===== config.mk =====
export PLATFORM = sky130hd
export DESIGN_NAME = axis_frame_buffer
export DESIGN_NICKNAME = d
export VERILOG_FILES = /design/src/rtl/axis_frame_buffer.sv
export SDC_FILE = /design/constraint.sdc
export NUM_CORES = 1
export LEC_CHECK = 0
export BUFFER_PORTS_ARGS = -buffer_cell sky130_fd_sc_hd__buf_2
export CAP_MARGIN = 20
export CORE_MARGIN = 3
export CORE_UTILIZATION = 33
export DETAILED_ROUTE_END_ITERATION = 7
export SLEW_MARGIN = 15
export SYNTH_ARGS = -nofsm -noshare
export SYNTH_HDL_FRONTEND = slang
export SYNTH_SLANG_ARGS = --single-unit

===== constraint.sdc =====
create_clock -name clk -period 4.3 [get_ports clk]
set_input_delay 0.86 -clock clk [delete_from_list [all_inputs] [get_ports clk]]
set_output_delay 0.86 -clock clk [all_outputs]
set_load 0.05 [all_outputs]

===== src/rtl/axis_frame_buffer.sv =====
// ---------------------------------------------------------------------------
// axis_frame_buffer
//
// Store-and-forward AXI-stream frame buffer placed in front of the sorter.
// A complete input frame is captured into an internal register array and
// only then replayed, so the sorter always sees a whole frame of at most
// 2^ADDRESS words in contiguous beats. Frames longer than the buffer are
// truncated to DEPTH words and flagged with a one-cycle overflow pulse.
//
// Optional build macro:
//   AXIS_FB_DROP_OVERSIZE_EN - when defined, an oversize frame is dropped
//                              entirely instead of being truncated; overflow
//                              still pulses and frame_len is left unchanged.
//
// Ports:
//   clk        system clock, rising edge
//   reset      asynchronous, active-high reset
//   tdata      input stream data (WIDTH bits)
//   tvalid     input beat valid
//   tlast      last beat of input frame
//   tready     block can accept an input beat
//   odata      output stream data (WIDTH bits)
//   ovalid     output beat valid
//   olast      last beat of output frame
//   oready     downstream accepts the output beat
//   frame_len  length of the frame held/draining (ADDRESS+1 bits, 1..DEPTH)
//   overflow   one-cycle pulse when an oversize frame is detected
// ---------------------------------------------------------------------------
module axis_frame_buffer #(
  parameter int WIDTH   = 16,
  parameter int ADDRESS = 4
) (
  input  logic               clk,
  input  logic               reset,
  input  logic [WIDTH-1:0]   tdata,
  input  logic               tvalid,
  input  logic               tlast,
  output logic               tready,
  output logic [WIDTH-1:0]   odata,
  output logic               ovalid,
  output logic               olast,
  input  logic               oready,
  output logic [ADDRESS:0]   frame_len,
  output logic               overflow
);

  localparam int DEPTH = 1 << ADDRESS;
  localparam logic [ADDRESS:0] CNT_ONE   = (ADDRESS+1)'(1);
  localparam logic [ADDRESS:0] CNT_FULL  = (ADDRESS+1)'(DEPTH);
  localparam logic [ADDRESS:0] CNT_LASTW = (ADDRESS+1)'(DEPTH-1);

  typedef enum logic [1:0] {
    FILL    = 2'd0,
    DISCARD = 2'd1,
    DRAIN   = 2'd2
  } state_t;

  state_t             state, state_nxt;
  logic [ADDRESS:0]   wr_cnt, wr_cnt_nxt;
  logic [ADDRESS:0]   rd_cnt, rd_cnt_nxt;
  logic [ADDRESS:0]   len, len_nxt;
  logic [ADDRESS:0]   len_m1;
  logic               overflow_nxt;
  logic               mem_we;
  logic               tready_c;
  logic               ovalid_c;
  logic [WIDTH-1:0]   rd_word;

  // Data storage: deliberately not reset, only the control path is.
  logic [WIDTH-1:0]   mem [DEPTH];

  assign len_m1  = len - CNT_ONE;
  assign rd_word = mem[rd_cnt[ADDRESS-1:0]];

  // --- control state registers ---------------------------------------------
  always_ff @(posedge clk or posedge reset) begin
    if (reset) begin
      state    <= FILL;
      wr_cnt   <= '0;
      rd_cnt   <= '0;
      len      <= '0;
      overflow <= 1'b0;
    end else begin
      state    <= state_nxt;
      wr_cnt   <= wr_cnt_nxt;
      rd_cnt   <= rd_cnt_nxt;
      len      <= len_nxt;
      overflow <= overflow_nxt;
    end
  end

  // --- buffer write port ---------------------------------------------------
  always_ff @(posedge clk) begin
    if (mem_we) begin
      mem[wr_cnt[ADDRESS-1:0]] <= tdata;
    end
  end

  // --- next-state and stream handshake logic --------------------------------
  always_comb begin
    state_nxt    = state;
    wr_cnt_nxt   = wr_cnt;
    rd_cnt_nxt   = rd_cnt;
    len_nxt      = len;
    overflow_nxt = 1'b0;
    mem_we       = 1'b0;
    tready_c     = 1'b0;
    ovalid_c     = 1'b0;

    case (state)
      FILL: begin
        tready_c = 1'b1;
        if (tvalid) begin
          mem_we     = 1'b1;
          wr_cnt_nxt = wr_cnt + CNT_ONE;
          if (tlast) begin
            // tlast on the DEPTH-th word lands here: a legal full frame.
            len_nxt   = wr_cnt + CNT_ONE;
            state_nxt = DRAIN;
          end else if (wr_cnt == CNT_LASTW) begin
            // Buffer is full and the frame keeps going: flag and discard
            // the rest. wr_cnt parks at DEPTH; it is never used to write
            // from DISCARD, so it cannot wrap onto stored words.
`ifndef AXIS_FB_DROP_OVERSIZE_EN
            len_nxt      = CNT_FULL;
`endif
            overflow_nxt = 1'b1;
            state_nxt    = DISCARD;
          end
        end
      end

      DISCARD: begin
        tready_c = 1'b1;
        if (tvalid && tlast) begin
`ifdef AXIS_FB_DROP_OVERSIZE_EN
          wr_cnt_nxt = '0;
          rd_cnt_nxt = '0;
          state_nxt  = FILL;
`else
          state_nxt  = DRAIN;
`endif
        end
      end

      DRAIN: begin
        ovalid_c = 1'b1;
        if (oready) begin
          if (rd_cnt == len_m1) begin
            rd_cnt_nxt = '0;
            wr_cnt_nxt = '0;
            state_nxt  = FILL;
          end else begin
            rd_cnt_nxt = rd_cnt + CNT_ONE;
          end
        end
      end

      default: begin
        state_nxt = FILL;
      end
    endcase
  end

  // Outputs are decoded from registered state only, so they hold steady
  // while oready is low. tready is also gated by reset itself so the block
  // refuses beats for the whole time reset is asserted.
  assign tready    = tready_c & ~reset;
  assign ovalid    = ovalid_c;
  assign olast     = ovalid_c & (rd_cnt == len_m1);
  assign odata     = ovalid_c ? rd_word : '0;
  assign frame_len = len;

endmodule


==> key figures <==
Routing
  • First-pass DRT Iterations: 6
  • Met3 routed WL: 1086 µm
  • Wl on met1: 10690 µm
  • Number of DRC markers in iteration 0: 428
  • Uppermost layer routed: met5
  • Detailed-route vias per instance: 5.048
  • Number of nets still failing antenna checks after routing: 0
  • Mean routed wirelength per cell: 20.75 µm
  • Wirelength, routed: 24090 µm
  • Residual DRC: 0
  • Routed length on met2: 11850 µm
  • Number of vias after detailed routing: 5861

Cells and area
  • Multi-input gate area: 2944 µm²
  • Storage cell area: 8147 µm²
  • Most frequent cells in the layout: sky130_fd_sc_hd__edfxtp_1, sky130_fd_sc_hd__mux2i_1, sky130_fd_sc_hd__buf_2
  • Number of diodes: 0
  • Proportion of layout cells with a drive suffix above 1: 23.42%
  • Final design area excluding fillers: 13070 µm²
  • Final core utilization: 38.89%
  • Fill cell instance count of the final layout: 3023
  • Synthesis-to-finish area growth: 16.13%
  • Number of nets at the end of the flow: 722
  • Most frequent standard cell in the layout excluding fill and tap cells: sky130_fd_sc_hd__edfxtp_1

Placement
  • Pre-CTS setup slack: 0.9413 ns
  • Cell area after placement: 12160 µm²
  • Half-perimeter wire length after placement: 14680 µm
  • Last weighted congestion value of the routability-driven placer: 0.7449
  • Quantity of I/O buffers inserted on ports: 45

Timing
  • Fin worst setup slack: 0.3852 ns
  • Fmax: 255.4 MHz
  • Unrepaired setup endpoints after global routing: false
  • Slew HR: 35.79%
  • Total negative setup slack: 0 ns
  • Setup violators final: 0
  • Final min period: 3.915 ns
  • Max Transition Viols Final: 0
  • Final worst clock skew: 0.006290 ns
  • Tightest Pin Transition: 0.9596 ns
  • Final Cycle Share: 91.04%
  • Number of hold-slack violations in the final timing report: 0

Run status
  • Result of the run: complete, no violations

Floorplanning
  • Initial core utilization: 33.49%
  • Number of top-level design ports: 46
  • Area inside the core boundary: 33620 µm²
  • Die Footprint: 36370 µm²
  • Horizontal die dimension: 190.7 µm
  • Standard-cell rows: 67
  • Die H: 190.7 µm

Synthesis
  • Predominant post-synthesis flop cell: sky130_fd_sc_hd__edfxtp_1
  • Synthesized netlist cell count: 627
  • Proportion of synthesized chip area in sequential cells: 72.28%
  • Unique cell type count in the Yosys netlist: 42
  • Syn nets: 655
  • Synth Area per Inst: 17.96 µm²
  • Share of flip-flops with an asynchronous set or reset after synthesis: 6.569%
  • Count of flip-flops with a built-in enable after synthesis: 256
  • Number of warnings reported in the yosys synthesis log: 0
  • Number of storage elements in the synthesis netlist: 274
  • Mapped Area: 11260 µm²

CTS
  • Resized cells post-CTS: 0
  • Maximum clock insertion buffer count: 3
  • CTS tree: yes
  • CTS clk-pin slew, worst paths: 0.06 ns
  • CTS HTree Levels: 1
  • Clock root buffer: sky130_fd_sc_hd__clkbuf_16
  • Number of clock sinks: 274
  • Number of buffers created by CTS: 28
  • # hold bufs at CTS: 0
  • Insertion delay of the later-clocked pin in the worst-skew pair: 0.53 ns
  • Number of buffers inserted to repair setup after CTS: 0

Critical path
  • Start-to-end type of the worst setup path: reg -> out
  • Critical register-to-register path startpoint: state[1]$_DFFE_PP0P_
  • Cell Chain, Critical Path: buf_12, mux2i_1, nand2b_1, a32o_1, o32ai_1, buf_2
  • Standard cell with the maximum stage delay on the critical path: sky130_fd_sc_hd__dfrtp_4
  • Highest net fanout along the worst path: 37
  • Type of element launching the critical path: flip-flop
  • Crit-path leading delay family: flip-flops
  • Worst EP required: 3.44 ns
  • Endpoint type of the worst setup path: primary output
  • First element of the critical path: rd_cnt[0]$_DFFE_PP0P_
  • Delay of the slowest critical-path stage: 0.83 ns
  • Arrival @ worst endpoint: 3.05 ns
  • WP buf/inv: 2

GRT
  • First-pass GRT wire length: 36540 µm
  • Via count of the first global-routing pass: 5922
  • Antenna violations before repair: 2
  • Pin count of the biggest net entering global routing: 43
  • Global-route total usage across every layer: 13.23%
  • Leftover overflow at the end of global routing: 0

Power and ir drop
  • Static leakage: 4.533 nW
  • Total power draw: 8.567 mW
  • Max rail drop VDD: 334.0 µV
  • Areal power density over the cells: 655.3 nW/µm²

Worst hold path
  • Path class of the lowest-slack min-delay path: in -> async

Run
  • Max Cap Violations: 0
## worst paths after layout
check                                                 to  slack, ns  cells after the start
worst max-delay path                            odata[3]       0.39                      6
worst min-delay path            frame_len[4]$_DFFE_PP0P_       0.46                      2
worst max register to register       mem[4][2]$_DFFE_PP_       1.84                      5
worst min register to register     wr_cnt[4]$_DFFE_PP0P_       0.54                      2
max in group asynchronous          rd_cnt[1]$_DFFE_PP0P_       3.33                      2
min in group clk                   wr_cnt[4]$_DFFE_PP0P_       0.54                      2
## cell families (layout without fill, tap and decap cells)
family | Yosys count | after routing | synth area share (%)
AOI/OAI and AO/OA | 79 | 79 | 5.990
xor gates and xnor gates | 9 | 9 | 0.7002
adders and majority gates | 7 | 7 | 0.7779
buffers and inverters | 49 | 135 | 2.012
DFF | 274 | 274 | 72.28
muxes | 113 | 113 | 13.60
and+or+nand+nor | 96 | 96 | 4.635
## registers in the layout, summed over array words and instances, names as in the netlist
name / cells
frame_len: 5
mem: 256
overflow: 1
rd_cnt: 5
state: 2
wr_cnt: 5
## per-layer routing
metal	global-route usage, %	vias to the layer above
met5	0	-
met4	3.133	4
met3	2.390	41
met2	22.28	119
met1	17.91	3037
li1	-	2660
## where the power goes
part | leakage (nW) | switching (mW) | internal (mW)
Clock | 0.447 | 0.949 | 1.46
Combinational | 1.59 | 1.83 | 1.09
Sequential | 2.50 | 0.230 | 3.01
Total | 4.53 | 3.01 | 5.56
## synthesized netlist by cell type (2+ instances only)
master                     instances  share of area [%]
sky130_fd_sc_hd__ha_1              7               0.78
sky130_fd_sc_hd__mux2i_1          81                7.2
sky130_fd_sc_hd__buf_4             6               0.40
sky130_fd_sc_hd__edfxtp_1        256                 68
sky130_fd_sc_hd__o32ai_1          16                1.2
sky130_fd_sc_hd__o211a_1          16                1.4
sky130_fd_sc_hd__nand3b_1         18                1.2
sky130_fd_sc_hd__nor2_1           16               0.53
sky130_fd_sc_hd__mux4_2           32                6.4
sky130_fd_sc_hd__xor2_1            2               0.16
sky130_fd_sc_hd__nand2b_1         20                1.1
sky130_fd_sc_hd__nor3_1            7               0.31
sky130_fd_sc_hd__buf_2            10               0.44
sky130_fd_sc_hd__a22oi_1           2               0.13
sky130_fd_sc_hd__inv_1            10               0.33
sky130_fd_sc_hd__o21ai_0          11               0.49
sky130_fd_sc_hd__and3b_1           2               0.16
sky130_fd_sc_hd__nand3_1           4               0.18
sky130_fd_sc_hd__nor3b_1           2               0.13
sky130_fd_sc_hd__dfrtp_1          18                4.0
sky130_fd_sc_hd__a32o_1           18                1.6
sky130_fd_sc_hd__nand2_1          22               0.73
sky130_fd_sc_hd__a21oi_1           6               0.27
sky130_fd_sc_hd__clkbuf_1         21               0.70
sky130_fd_sc_hd__xnor2_1           7               0.54
## cell type report
| cell class | count | share of cell area (%) |
|---|---|---|
| Clock buffer | 35 | 5.723 |
| Clock inverter | 14 | 1.273 |
| Inverter | 10 | 0.2871 |
| Multi-Input combinational cell | 304 | 22.52 |
| Sequential cell | 274 | 62.31 |
| Tap cell | 448 | 4.287 |
| Timing Repair Buffer | 76 | 3.598 |
## metrics by stage
stage	cells	hold WS [ns]
CTS	1161	0.4687
global route	1161	0.5107
finish	1161	0.4601
detailed placement	1112	0.5155
floorplan	627	0.4835
global placement	1112	0.5126
## worst register-to-register path: cells and delay by family (launching register included)
kind / cells / cell delay, ns
buf+inv: 2 / 0.54
flops: 1 / 0.55
simple gates: 3 / 1.07
(Power assumes the default switching activity.)
